## src/rtl/pipeline_pkg.sv

```systemverilog
// Shared pipeline definitions: fetch FSM states, instruction size and the
// IF/ID register layout that the decode stage also consumes.
package pipeline_pkg;

  localparam int PC_W        = 64;
  localparam int ILEN        = 32;
  localparam int INSTR_BYTES = 4;

  typedef enum logic [1:0] {
    IDLE    = 2'd0,
    FETCH   = 2'd1,
    HOLD    = 2'd2,
    DISCARD = 2'd3
  } fetch_state_t;

  typedef struct packed {
    logic            valid;
    logic [PC_W-1:0] pc;
    logic [ILEN-1:0] instr;
  } if_id_t;

endpackage

```

## src/rtl/fetch_pc_unit_adder.sv

```systemverilog
// Shared combinational adder; the fetch stage uses it for PC + 4.
// The sum wraps modulo 2^WIDTH.
module Adder #(
  parameter int WIDTH = 64
) (
  input  logic [WIDTH-1:0] a,
  input  logic [WIDTH-1:0] b,
  output logic [WIDTH-1:0] out
);

  assign out = a + b;

endmodule

```

## src/rtl/fetch_pc_unit.sv

```systemverilog
// Instruction-fetch stage: owns the PC, issues variable-latency requests to
// instruction memory and loads IF/ID. A redirect that lands while a request
// is outstanding lets the wrong-path transaction finish (DISCARD) before the
// target is requested, so no memory request is ever abandoned.
module fetch_pc_unit
  import pipeline_pkg::*;
#(
  parameter int               WIDTH    = 64,
  parameter int               INSTR_W  = 32,
  parameter logic [WIDTH-1:0] RESET_PC = {WIDTH{1'b0}}
) (
  input  logic               clk,
  input  logic               reset,
  input  logic               stall,
  input  logic               branch_taken,
  input  logic [WIDTH-1:0]   branch_target,
  output logic               imem_req,
  output logic [WIDTH-1:0]   imem_addr,
  input  logic               imem_ready,
  input  logic [INSTR_W-1:0] imem_rdata,
  output logic               ifid_valid,
  output logic [WIDTH-1:0]   ifid_pc,
  output logic [INSTR_W-1:0] ifid_instr,
  output logic [31:0]        fetch_count
);

  fetch_state_t       state_q, state_d;
  logic [WIDTH-1:0]   pc_q, pc_d;
  logic [WIDTH-1:0]   pend_q, pend_d;
  logic [INSTR_W-1:0] buf_q, buf_d;
  if_id_t             ifid_q, ifid_d;
  logic [31:0]        cnt_q, cnt_d;
  logic [WIDTH-1:0]   pc_plus4_s;
  logic [WIDTH-1:0]   tgt_s;

  Adder #(.WIDTH(WIDTH)) u_pc_adder (
    .a   (pc_q),
    .b   (WIDTH'(INSTR_BYTES)),
    .out (pc_plus4_s)
  );

  // Redirect addresses are always word aligned.
  assign tgt_s = branch_target & {{(WIDTH-2){1'b1}}, 2'b00};

  // Next-state, next-PC and IF/ID load decisions.
  always_comb begin
    state_d = state_q;
    pc_d    = pc_q;
    pend_d  = pend_q;
    buf_d   = buf_q;
    ifid_d  = ifid_q;
    cnt_d   = cnt_q;
    case (state_q)
      IDLE: begin
        state_d = FETCH;
        if (branch_taken) begin
          pc_d         = tgt_s;
          ifid_d.valid = 1'b0;
        end else begin
          pc_d = pc_q;
        end
      end
      FETCH: begin
        if (branch_taken) begin
          ifid_d.valid = 1'b0;
          if (imem_ready) begin
            pc_d = tgt_s;
          end else begin
            pend_d  = tgt_s;
            state_d = DISCARD;
          end
        end else if (stall) begin
          if (imem_ready) begin
            buf_d   = imem_rdata;
            state_d = HOLD;
          end else begin
            state_d = FETCH;
          end
        end else if (imem_ready) begin
          ifid_d.valid = 1'b1;
          ifid_d.pc    = PC_W'(pc_q);
          ifid_d.instr = ILEN'(imem_rdata);
          pc_d         = pc_plus4_s;
          cnt_d        = cnt_q + 32'd1;
        end else begin
          ifid_d.valid = 1'b0;
        end
      end
      HOLD: begin
        if (branch_taken) begin
          ifid_d.valid = 1'b0;
          pc_d         = tgt_s;
          state_d      = FETCH;
        end else if (stall) begin
          state_d = HOLD;
        end else begin
          ifid_d.valid = 1'b1;
          ifid_d.pc    = PC_W'(pc_q);
          ifid_d.instr = ILEN'(buf_q);
          pc_d         = pc_plus4_s;
          cnt_d        = cnt_q + 32'd1;
          state_d      = FETCH;
        end
      end
      DISCARD: begin
        ifid_d.valid = 1'b0;
        if (branch_taken) begin
          pend_d = tgt_s;
        end else begin
          pend_d = pend_q;
        end
        if (imem_ready) begin
          pc_d    = branch_taken ? tgt_s : pend_q;
          state_d = FETCH;
        end else begin
          state_d = DISCARD;
        end
      end
      default: begin
        state_d = IDLE;
      end
    endcase
  end

  // All stage registers, with synchronous reset.
  always_ff @(posedge clk) begin
    if (reset) begin
      state_q <= IDLE;
      pc_q    <= RESET_PC;
      pend_q  <= {WIDTH{1'b0}};
      buf_q   <= {INSTR_W{1'b0}};
      ifid_q  <= '0;
      cnt_q   <= 32'd0;
    end else begin
      state_q <= state_d;
      pc_q    <= pc_d;
      pend_q  <= pend_d;
      buf_q   <= buf_d;
      ifid_q  <= ifid_d;
      cnt_q   <= cnt_d;
    end
  end

  // Request valid is decoded from the registered state.
  always_comb begin
    case (state_q)
      FETCH, DISCARD: imem_req = 1'b1;
      default:        imem_req = 1'b0;
    endcase
  end

  assign imem_addr   = pc_q;
  assign ifid_valid  = ifid_q.valid;
  assign ifid_pc     = WIDTH'(ifid_q.pc);
  assign ifid_instr  = INSTR_W'(ifid_q.instr);
  assign fetch_count = cnt_q;

endmodule

```

## config.mk

```make
export PLATFORM = sky130hd
export DESIGN_NAME = fetch_pc_unit
export DESIGN_NICKNAME = d
export VERILOG_FILES = /design/src/rtl/pipeline_pkg.sv /design/src/rtl/fetch_pc_unit_adder.sv /design/src/rtl/fetch_pc_unit.sv
export SDC_FILE = /design/constraint.sdc
export NUM_CORES = 1
export LEC_CHECK = 0
export ABC_AREA = 1
export CORE_ASPECT_RATIO = 0.9
export CORE_MARGIN = 4
export CORE_UTILIZATION = 30
export CTS_CLUSTER_SIZE = 28
export DETAILED_ROUTE_END_ITERATION = 8
export GPL_ROUTABILITY_DRIVEN = 0
export GPL_TIMING_DRIVEN = 0
export PLACE_DENSITY_LB_ADDON = 0.2
export SLEW_MARGIN = 0
export SYNTH_ARGS = -nofsm -noshare
export SYNTH_HDL_FRONTEND = slang
export SYNTH_SLANG_ARGS = --single-unit
```

## constraint.sdc

```tcl
create_clock -name clk -period 2.4 [get_ports clk]
set_clock_uncertainty 0.15 [all_clocks]
set_input_delay 0.36 -clock clk [delete_from_list [all_inputs] [get_ports clk]]
set_output_delay 0.36 -clock clk [all_outputs]
set_load 0.03 [all_outputs]
```

# Yosys cells after proc, flatten, opt, wreduce, memory -nomap -nowiden
# Index checks and enable logic that the tools add are counted.
[classes] addsub=2 multipliers=0 div=0 magnitude_cmp=0 eq_ne=16 n_shift=0 n_mux=39 bitwise_logic=1 reduce_logical=10
[op_table] operator="$mux 64" count=11
[op_table] operator="$mux 96" count=3
[op_table] operator="$pmux 64 s4" count=1
[op_table] operator="$mux 97" count=2
[op_table] operator="$pmux 96 s2" count=1
[op_table] operator="$mux 32" count=5
[op_table] operator="$pmux 64 s2" count=1
[op_table] operator="$add 64x3->64 const B" count=1
[op_table] operator="$pmux 32 s2" count=1
[op_table] operator="$add 32x1->32 const B" count=1
[op_table] operator="$ne 2x2->1 const B" count=9
[op_table] operator="$mux 2" count=7
[op_table] operator="$ne 3x3->1 const B" count=4
[op_table] operator="$pmux 2 s4" count=1
[op_table] operator="$reduce_and 3->1" count=2
[op_table] operator="$reduce_and 6->1" count=1
[op_table] operator="$mux 1" count=5
[op_table] operator="$reduce_and 5->1" count=1
[op_table] operator="$eq 2x2->1 const B" count=2
[op_table] operator="$pmux 1 s4" count=1
[op_table] operator="$reduce_and 4->1" count=1
[op_table] operator="$reduce_bool 2->1" count=2
[op_table] operator="$eq 2x1->1 const B" count=1
[op_table] operator="$logic_not 2->1" count=1
[op_table] operator="other kinds (3)" count=3
[word_totals] regBits=291 latchBits=0 ram_bits=0 rom_bits=0 in_bits=101 output_inout_bits=194 word_cells=76 memories=0

# Depth between registers and ports, before layout
# Gate-level depths: netlist (run 1).
[depth] word_depth=5 depth_mapped=16 mapped_depth_nobuf=16

# By module
# Synthesis (run 1) repeated with hierarchy kept, for this count alone.
[hier_totals] cells_unflattened=3527 area_unflattened_um2=20942.6
[by_module_without_submodules] mod="fetch_pc_unit" n_inst=1 cells_per_inst=2236 area_each_um2=14914.3 seq_area_each_um2=5825.6
[by_module_without_submodules] mod="Adder" n_inst=1 cells_per_inst=1291 area_each_um2=6028.3 seq_area_each_um2=0.0

# Worst setup path after synthesis (run 1)
# OpenSTA, ideal clock, no wires.
[synth_timing] kind="flip-flop to output port" startpoint="register state_q[0]" endpoint="output imem_req" arrival_ps=1509 required_time_ps=1890 path_slack_ps=381 path_stages_with_launch=6 n_path_buf=2 cell_sequence="dfxtp_1 ha_1 inv_2 clkbuf_1 buf_1 nand2_1"
[synth_via] elab_chain_len=3 elab_cells_between_ends=4 classes_between="2 x eq/ne; 1 x mux; 1 x reduce/logical"
[synth_rtl] item="start: declaration" line="fetch_pc_unit.sv:27" rtl="fetch_state_t state_q, state_d;"
[synth_rtl] item="start signal: assignment" line="fetch_pc_unit.sv:135" rtl="state_q <= state_d;"
[synth_rtl] item="$eq 2x1->1 or $eq 2x2->1 (tied branches)" line="fetch_pc_unit.sv:146" rtl="case (state_q)"
[synth_rtl] item="$reduce_or 2->1 (*)" line="fetch_pc_unit.sv:146"
[synth_rtl] item="$mux 1 (*)" line="fetch_pc_unit.sv:146"
[synth_rtl] item="end: declaration" line="fetch_pc_unit.sv:17" rtl="output logic imem_req,"
# Every way passes the cells marked *; elsewhere a longest branch is shown, timed or not.

# Final worst setup path (run 1)
[layout_timing] startpoint="register pc_q[43] (netlist: imem_addr[43])" endpoint="output imem_addr[43]"
[layout_rtl] item="start: declaration" line="fetch_pc_unit.sv:28" rtl="logic [WIDTH-1:0] pc_q, pc_d;"
[layout_rtl] item="start signal: assignment" line="fetch_pc_unit.sv:136" rtl="pc_q <= pc_d;"
[layout_rtl] item="end: declaration" line="fetch_pc_unit.sv:18" rtl="output logic [WIDTH-1:0] imem_addr,"
# No word-level cell between the ends.

==> results.yml, run 1 <==
outcome:
  status: "complete, no violations"
place:
  io_buffers: 291
  dp_hpwl_um: 55900
  dp.cells: 3526
cts:
  clkLatencyLatePin_ns: 0.57
  clock-sinks: 291
  clock_tree.root_cell: "clkbuf_16"
  clkSlewWorstSetupHoldPaths_ns: 0.05
  holdBufCountCts: 0
  cts_tree: "yes"
  h-tree-depth: 2
  max-clock-path-buffers: 3
  cts-buffers-inserted: 37
route:
  wire_per_inst_um: 20.5
  wl_um: 74200
  drc: 0
  firstDrtPassIters: 8
  via_per_inst: 5.24
  ant_nets: 0
  drt_iter0_markers: 2059
  num_vias: 19000
timing:
  setup_viol: 0
  timing.final.max_slew_violations: 0
  max_slew_margin_pct: 27.5
  whs_ns: 0.240
  grt_setup_unrepaired: "yes"
  final_hold_viol_count: 0
  fin_crit_sh_pct: 98.4
  max_slew.worst_pin.slew_ns: 1.09
  finalCriticalPeriod_ns: 2.36
  fmax_ghz: 0.424
logic_synthesis:
  synth-seq-cells: 291
  synthArstFlopShare_pct: 0
  yosysSeqAreaShare_pct: 36.3
  synthCells: 2538
  yosys.area.top_type: "dfxtp_1"
  synth_top_area_share_pct: 36.3
  yosysWarnings: 0
  synthesis.area_um2: 16100
  synth.avg_cell_area_um2: 6.33
  synth_edf_count: 0
  syn-num-nets: 2646
  synth-main-ff-cell: "dfxtp_1"
  synth_area_leaders: "dfxtp_1 (36%), nand2_1 (18%), a21oi_1 (11%)"
  ys_types: 47
setup_path:
  crit_buf_inv: 2
  path_max_fanout: 6
  crit_type: "reg -> out"
  worstPathRequired_ns: 1.89
  critPathLaunchType: "flop"
  worstSetupEndpointType: "output pin"
  crit_family: "buffers and inverters"
  crit_cells: 2
  reg2regPathDepth: 10
  max_stage_delay_ns: 0.65
  cp_cell_sequence: "buf_4 -> clkdlybuf4s50_1"
  cp_slowest_cell: "clkdlybuf4s50_1"
  arrival_ns: 1.85
layout:
  ff_latch_area_um2: 5890
  nets: 3000
  layoutNonFillerInstCount: 3615
  multi_input_area_um2: 9010
  num-fill-cells: 5593
  drive_gt1_share_pct: 12.2
  areaGrowthSynthToFinish_pct: 34.6
grt:
  grt_max_degree: 12
  antenna_found_initial: 6
  grt_use_total_pct: 24.5
  grt_pass1_vias: 17300
  grt_first_pass_wirelength_um: 108000
  grt-ovfl-total: 0
power_and_ir_drop:
  pwr-share-comb_pct: 43.9
  p_int_mw: 12.8
  p_sw_mw: 10.1
  p_per_area_nw_per_um2: 1060
  switching_share_pct: 44.2
  clockPowerShare_pct: 23.8
  p_leak_nw: 8.32
  ir_drop_v: 0.000563
  p_seq_share_pct: 32.3
worst_hold_path:
  hold_path_depth: 3
  min_path_type: "in -> reg"
floorplanning:
  start_util_pct: 30.3
  die_area_um2: 57300
  die_width_um: 252
  fp.dieH_um: 228
  design.core.area_um2: 53100
  pin_count: 295
  row_count: 80
run:
  maxCapViolCount: 0
## worst min-delay path: cells and delay by family
family          cells  cell delay (ns)
buf+inv             2             0.49
compound gates      1             0.05
## cell families after synthesis
family,synth area share [%]
AOI/OAI and AO/OA,20.6
DFF,36.3
xor gates and xnor gates,1.47
adders and majority gates,0.545
and+or+nand+nor,32.1
buffers and inverters,9.02
## synthesized netlist by cell type, types with 13 or more instances
library cell  count
o21ai_0         202
inv_1            91
nand3_1          41
dfxtp_1         291
buf_2            24
a21oi_1         355
xnor2_1          13
xor2_1           14
o21ai_1          13
nand4_1          25
clkbuf_1        109
nor3_1           18
nand2_1         782
buf_4            65
nor2_1          338
a31oi_1          36
## per-layer routing
layer	GRT usage, %	vias to the layer above	share of wire, %
met3	4.95	140	9.0
li1	-	8985	-
met2	38.6	937	45
met1	33.7	8894	43
met5	0	-	0.0094
met4	8.26	2	3.0
## power by group through the flow
stage / Combinational [mW] / Sequential, mW / Clock (mW)
2_1_floorplan: 5.74 / 7.15 / 0
3_3_place_gp: 9.57 / 7.30 / 0
3_5_place_dp: 9.63 / 7.31 / 0
4_1_cts: 9.74 / 7.27 / 5.53
5_1_grt: 10.8 / 7.51 / 5.71
6_report: 10.0 / 7.39 / 5.44
## placed cells by master, fill, tap and decap left out, types with 25 or more instances in the layout
| cell | synthesis | routed |
|---|---|---|
| dlygate4sd2_1 | 0 | 25 |
| nand2_1 | 782 | 777 |
| a21oi_1 | 355 | 355 |
| nor2_1 | 338 | 320 |
| clkbuf_2 | 0 | 32 |
| o21ai_0 | 202 | 200 |
| a31oi_1 | 36 | 36 |
| nand3_1 | 41 | 39 |
| clkdlybuf4s50_1 | 0 | 260 |
| clkbuf_1 | 109 | 75 |
| clkbuf_16 | 0 | 38 |
| dfxtp_2 | 0 | 42 |
| inv_1 | 91 | 89 |
| dfxtp_1 | 291 | 245 |
| nand4_1 | 25 | 25 |
| buf_4 | 65 | 96 |
## sequential cells by signal, summed over array words and instances (netlist names)
signal       cells
ifid_pc         64
ifid_instr      32
imem_addr       64
pend_q          64
ifid_valid       1
buf_q           32
state_q          2
fetch_count     32
## per-stage QoR
step / power (mW) / utilization, % / TNS (ns) / instance area [µm²] / worst slack, ns
global placement: 16.9 / 37.4 / -203.00 / 19900 / -1.34
floorplan: 12.9 / - / 0 / 16100 / 0.381
CTS: 22.5 / 40.1 / -0.0516 / 21300 / -0.0457
global route: 24.0 / 40.7 / -0.120 / 21600 / -0.0587
finish: 22.9 / 40.8 / 0 / 21600 / 0.0389
detailed placement: 16.9 / 37.4 / -201.57 / 19900 / -1.30
## final timing paths
check,from,endpoint,slack (ns)
setup / recovery,imem_addr[43],imem_addr[43],0.04
hold / removal,imem_rdata[0],buf_q[0],0.24
setup reg to reg,state_q[0],imem_addr[61],0.05
hold reg to reg,ifid_pc[0],ifid_pc[0],0.32
## final cells by class
class                   instances  share of cell area (%)
multi-input cells            1934                    41.7
flip-flops and latches        291                    27.3
repair buffers                321                    14.5
plain buffers                 204                    5.30
clock buffers                  51                    4.80
well taps                     697                    4.03
inverters                     103                    1.92
clock inverters                11                   0.486
diodes                          3                  0.0347
## what timing repair did
item                                    in CTS  in global routing
resized for setup                          122                109
buffers inserted                            15                 15
pin swaps                                    6                 16
endpoints found under the setup margin     289                219
Power figures use the tool's default switching activity.
==> run 2, diff against run 1 <==
Settings changed: PLACE_DENSITY set to 0.61, PLACE_DENSITY_LB_ADDON 0.2 to unset.
==> run 2 against run 1 <==
  * Setup slack got worse by 0.0053 ns
  * Largest cell class unchanged
  * First-iteration DRC count decreased by 13%
  * Critical endpoint is now imem_addr[32]
  * Routed wire length is 4.7% lower
  * Largest power group unchanged
==> results.yml, run 2 (synthesis gave the netlist of run 1 again) <==
power_and_ir_drop:
  p_seq_share_pct: 31.7
  clockPowerShare_pct: 25.2
  p_sw_mw: 9.99
  p_int_mw: 13.0
  p_per_area_nw_per_um2: 1060
  p_leak_nw: 8.41
  switching_share_pct: 43.5
  pwr-share-comb_pct: 43.1
  ir_drop_v: 0.000468
floorplanning:
  row_count: 80
  pin_count: 295
  fp.dieH_um: 228
  die_width_um: 252
  design.core.area_um2: 53100
  start_util_pct: 30.3
  die_area_um2: 57300
timing:
  final_hold_viol_count: 0
  finalCriticalPeriod_ns: 2.37
  setup_viol: 0
  fmax_ghz: 0.423
  max_slew.worst_pin.slew_ns: 1.06
  fin_crit_sh_pct: 98.6
  timing.final.max_slew_violations: 0
  whs_ns: 0.231
  max_slew_margin_pct: 29.4
  setup_ws_ns: 0.0335
  grt_setup_unrepaired: "yes"
place:
  pre_cts_slack_ns: -1.25
  dp_hpwl_um: 53500
  io_buffers: 291
layout:
  final_common_cell: "nand2_1"
  num-fill-cells: 5656
  drive_gt1_share_pct: 11.8
  nets: 2996
  layout_common_cells: "nand2_1 (776), a21oi_1 (355), nor2_1 (322)"
  areaGrowthSynthToFinish_pct: 34.9
setup_path:
  path_max_fanout: 10
  r2r_slack_ns: 0.03
  reg2regPathDepth: 8
  worstPathRequired_ns: 2.74
  crit_family: "buffers and inverters"
  r2r-end: "imem_addr[32]"
  worstSetupEndpointType: "flop"
  cp-startpoint: "state_q[0]"
  cp_slowest_cell: "clkbuf_2"
  crit_type: "reg -> reg"
  cp-endpoint: "imem_addr[32]"
  max_stage_delay_ns: 0.41
  reg2reg_from: "state_q[0]"
  critPathLaunchType: "flop"
  crit_buf_inv: 5
  cp_cell_sequence: "inv_4 -> buf_4 -> ha_4 -> inv_1 -> buf_2 -> clkbuf_2 -> o211ai_1 -> a21oi_1"
  arrival_ns: 2.71
  crit_cells: 8
grt:
  grt_max_degree: 13
  grt_use_total_pct: 23.4
  antenna_found_initial: 7
  grt_pass1_vias: 16600
  grt_first_pass_wirelength_um: 104000
  grt-ovfl-total: 0
cts:
  clkLatencyLatePin_ns: 0.57
  clkSlewWorstSetupHoldPaths_ns: 0.06
  max-clock-path-buffers: 3
  clock-sinks: 291
  clock_tree.root_cell: "clkbuf_16"
  cts_tree: "yes"
  cts-buffers-inserted: 37
  h-tree-depth: 2
run:
  maxCapViolCount: 0
route:
  wl_um: 70700
  ant_nets: 0
  drt_iter0_markers: 1798
  via_per_inst: 5.11
  firstDrtPassIters: 5
  drc: 0
  num_vias: 18500
  wire_per_inst_um: 19.6
worst_hold_path:
  hp-start: "imem_rdata[2]"
  min_path_type: "in -> reg"
outcome:
  status: "complete, no violations"
run 2: cell types whose count changed in the layout (fill, tap and decap cells not counted), sizes merged:
cell           change
buf                -5
dlygate4sd2        -4
diode              +1
clkinv             +3
dlymetal6s2s       +2
inv                +1
clkbuf             -6
clkdlybuf4s50      +2
clkdlybuf4s15      +1
bufinv             +2
clkinvlp           +2
run 2: per-layer routing:
metal | vias up | share of wire (%) | track usage (%)
li1 | 8969 | - | -
met3 | 140 | 8.9 | 5.06
met4 | 6 | 3.9 | 9.11
met2 | 844 | 44 | 35.8
met1 | 8499 | 43 | 32.3
met5 | - | 0.055 | 0
run 2: power by group through the flow:
stage	registers [mW]	clock network (mW)	logic, mW
floorplan	7.15	0	5.74
global placement	7.26	0	9.55
detailed placement	7.26	0	9.57
CTS	7.21	5.89	9.66
global route	7.43	6.06	10.7
finish	7.29	5.80	9.90
run 2: cell type report:
| class | count | area [µm²] | share of cell area (%) |
|---|---|---|---|
| multi-input cells | 1934 | 9010 | 41.6 |
| flip-flops and latches | 291 | 5890 | 27.2 |
| repair buffers | 315 | 3090 | 14.3 |
| plain buffers | 206 | 1140 | 5.28 |
| clock buffers | 45 | 1040 | 4.79 |
| well taps | 697 | 872 | 4.02 |
| inverters | 103 | 412 | 1.90 |
| clock inverters | 19 | 211 | 0.976 |
| diodes | 4 | 10.0 | 0.0462 |
run 2: stage by stage:
stage                     total power [mW]  cells  area [µm²]  utilization [%]  setup TNS, ns
after floorplan                       12.9   2538       16100                -              0
after global placement                16.8   3526       19900             37.4        -206.83
after detailed placement              16.8   3526       19900             37.4        -206.01
after CTS                             22.8   3596       21300             40.2        -0.0346
after global routing                  24.2   3612       21700             40.8        -0.0448
final                                 23.0   3614       21700             40.9              0
run 2: how the worst min path moves through the flow:
stage	end	slack, ns	depth (start not counted)
finish	buf_q[2]	0.23	3
global route	buf_q[2]	0.24	3
CTS	buf_q[2]	0.21	3
detailed placement	pend_q[0]	0.31	2
global placement	pend_q[0]	0.30	2
floorplan	pend_q[0]	0.29	2
run 2: worst reg2reg max path, stage by stage (launching register included):
cell and delay, ns:
dfxtp_4 0.39, inv_4 0.05, buf_4 0.14, ha_4 0.22, inv_1 0.20, buf_2 0.38, clkbuf_2 0.42, o211ai_1 0.21
a21oi_1 0.15
run 2: what timing repair did:
action / in CTS / in global routing
hold buffers: 0 / 0
pin swaps: 4 / 15
buffers inserted: 9 / 15
resized for setup: 110 / 94
endpoints found under the setup margin: 280 / 279
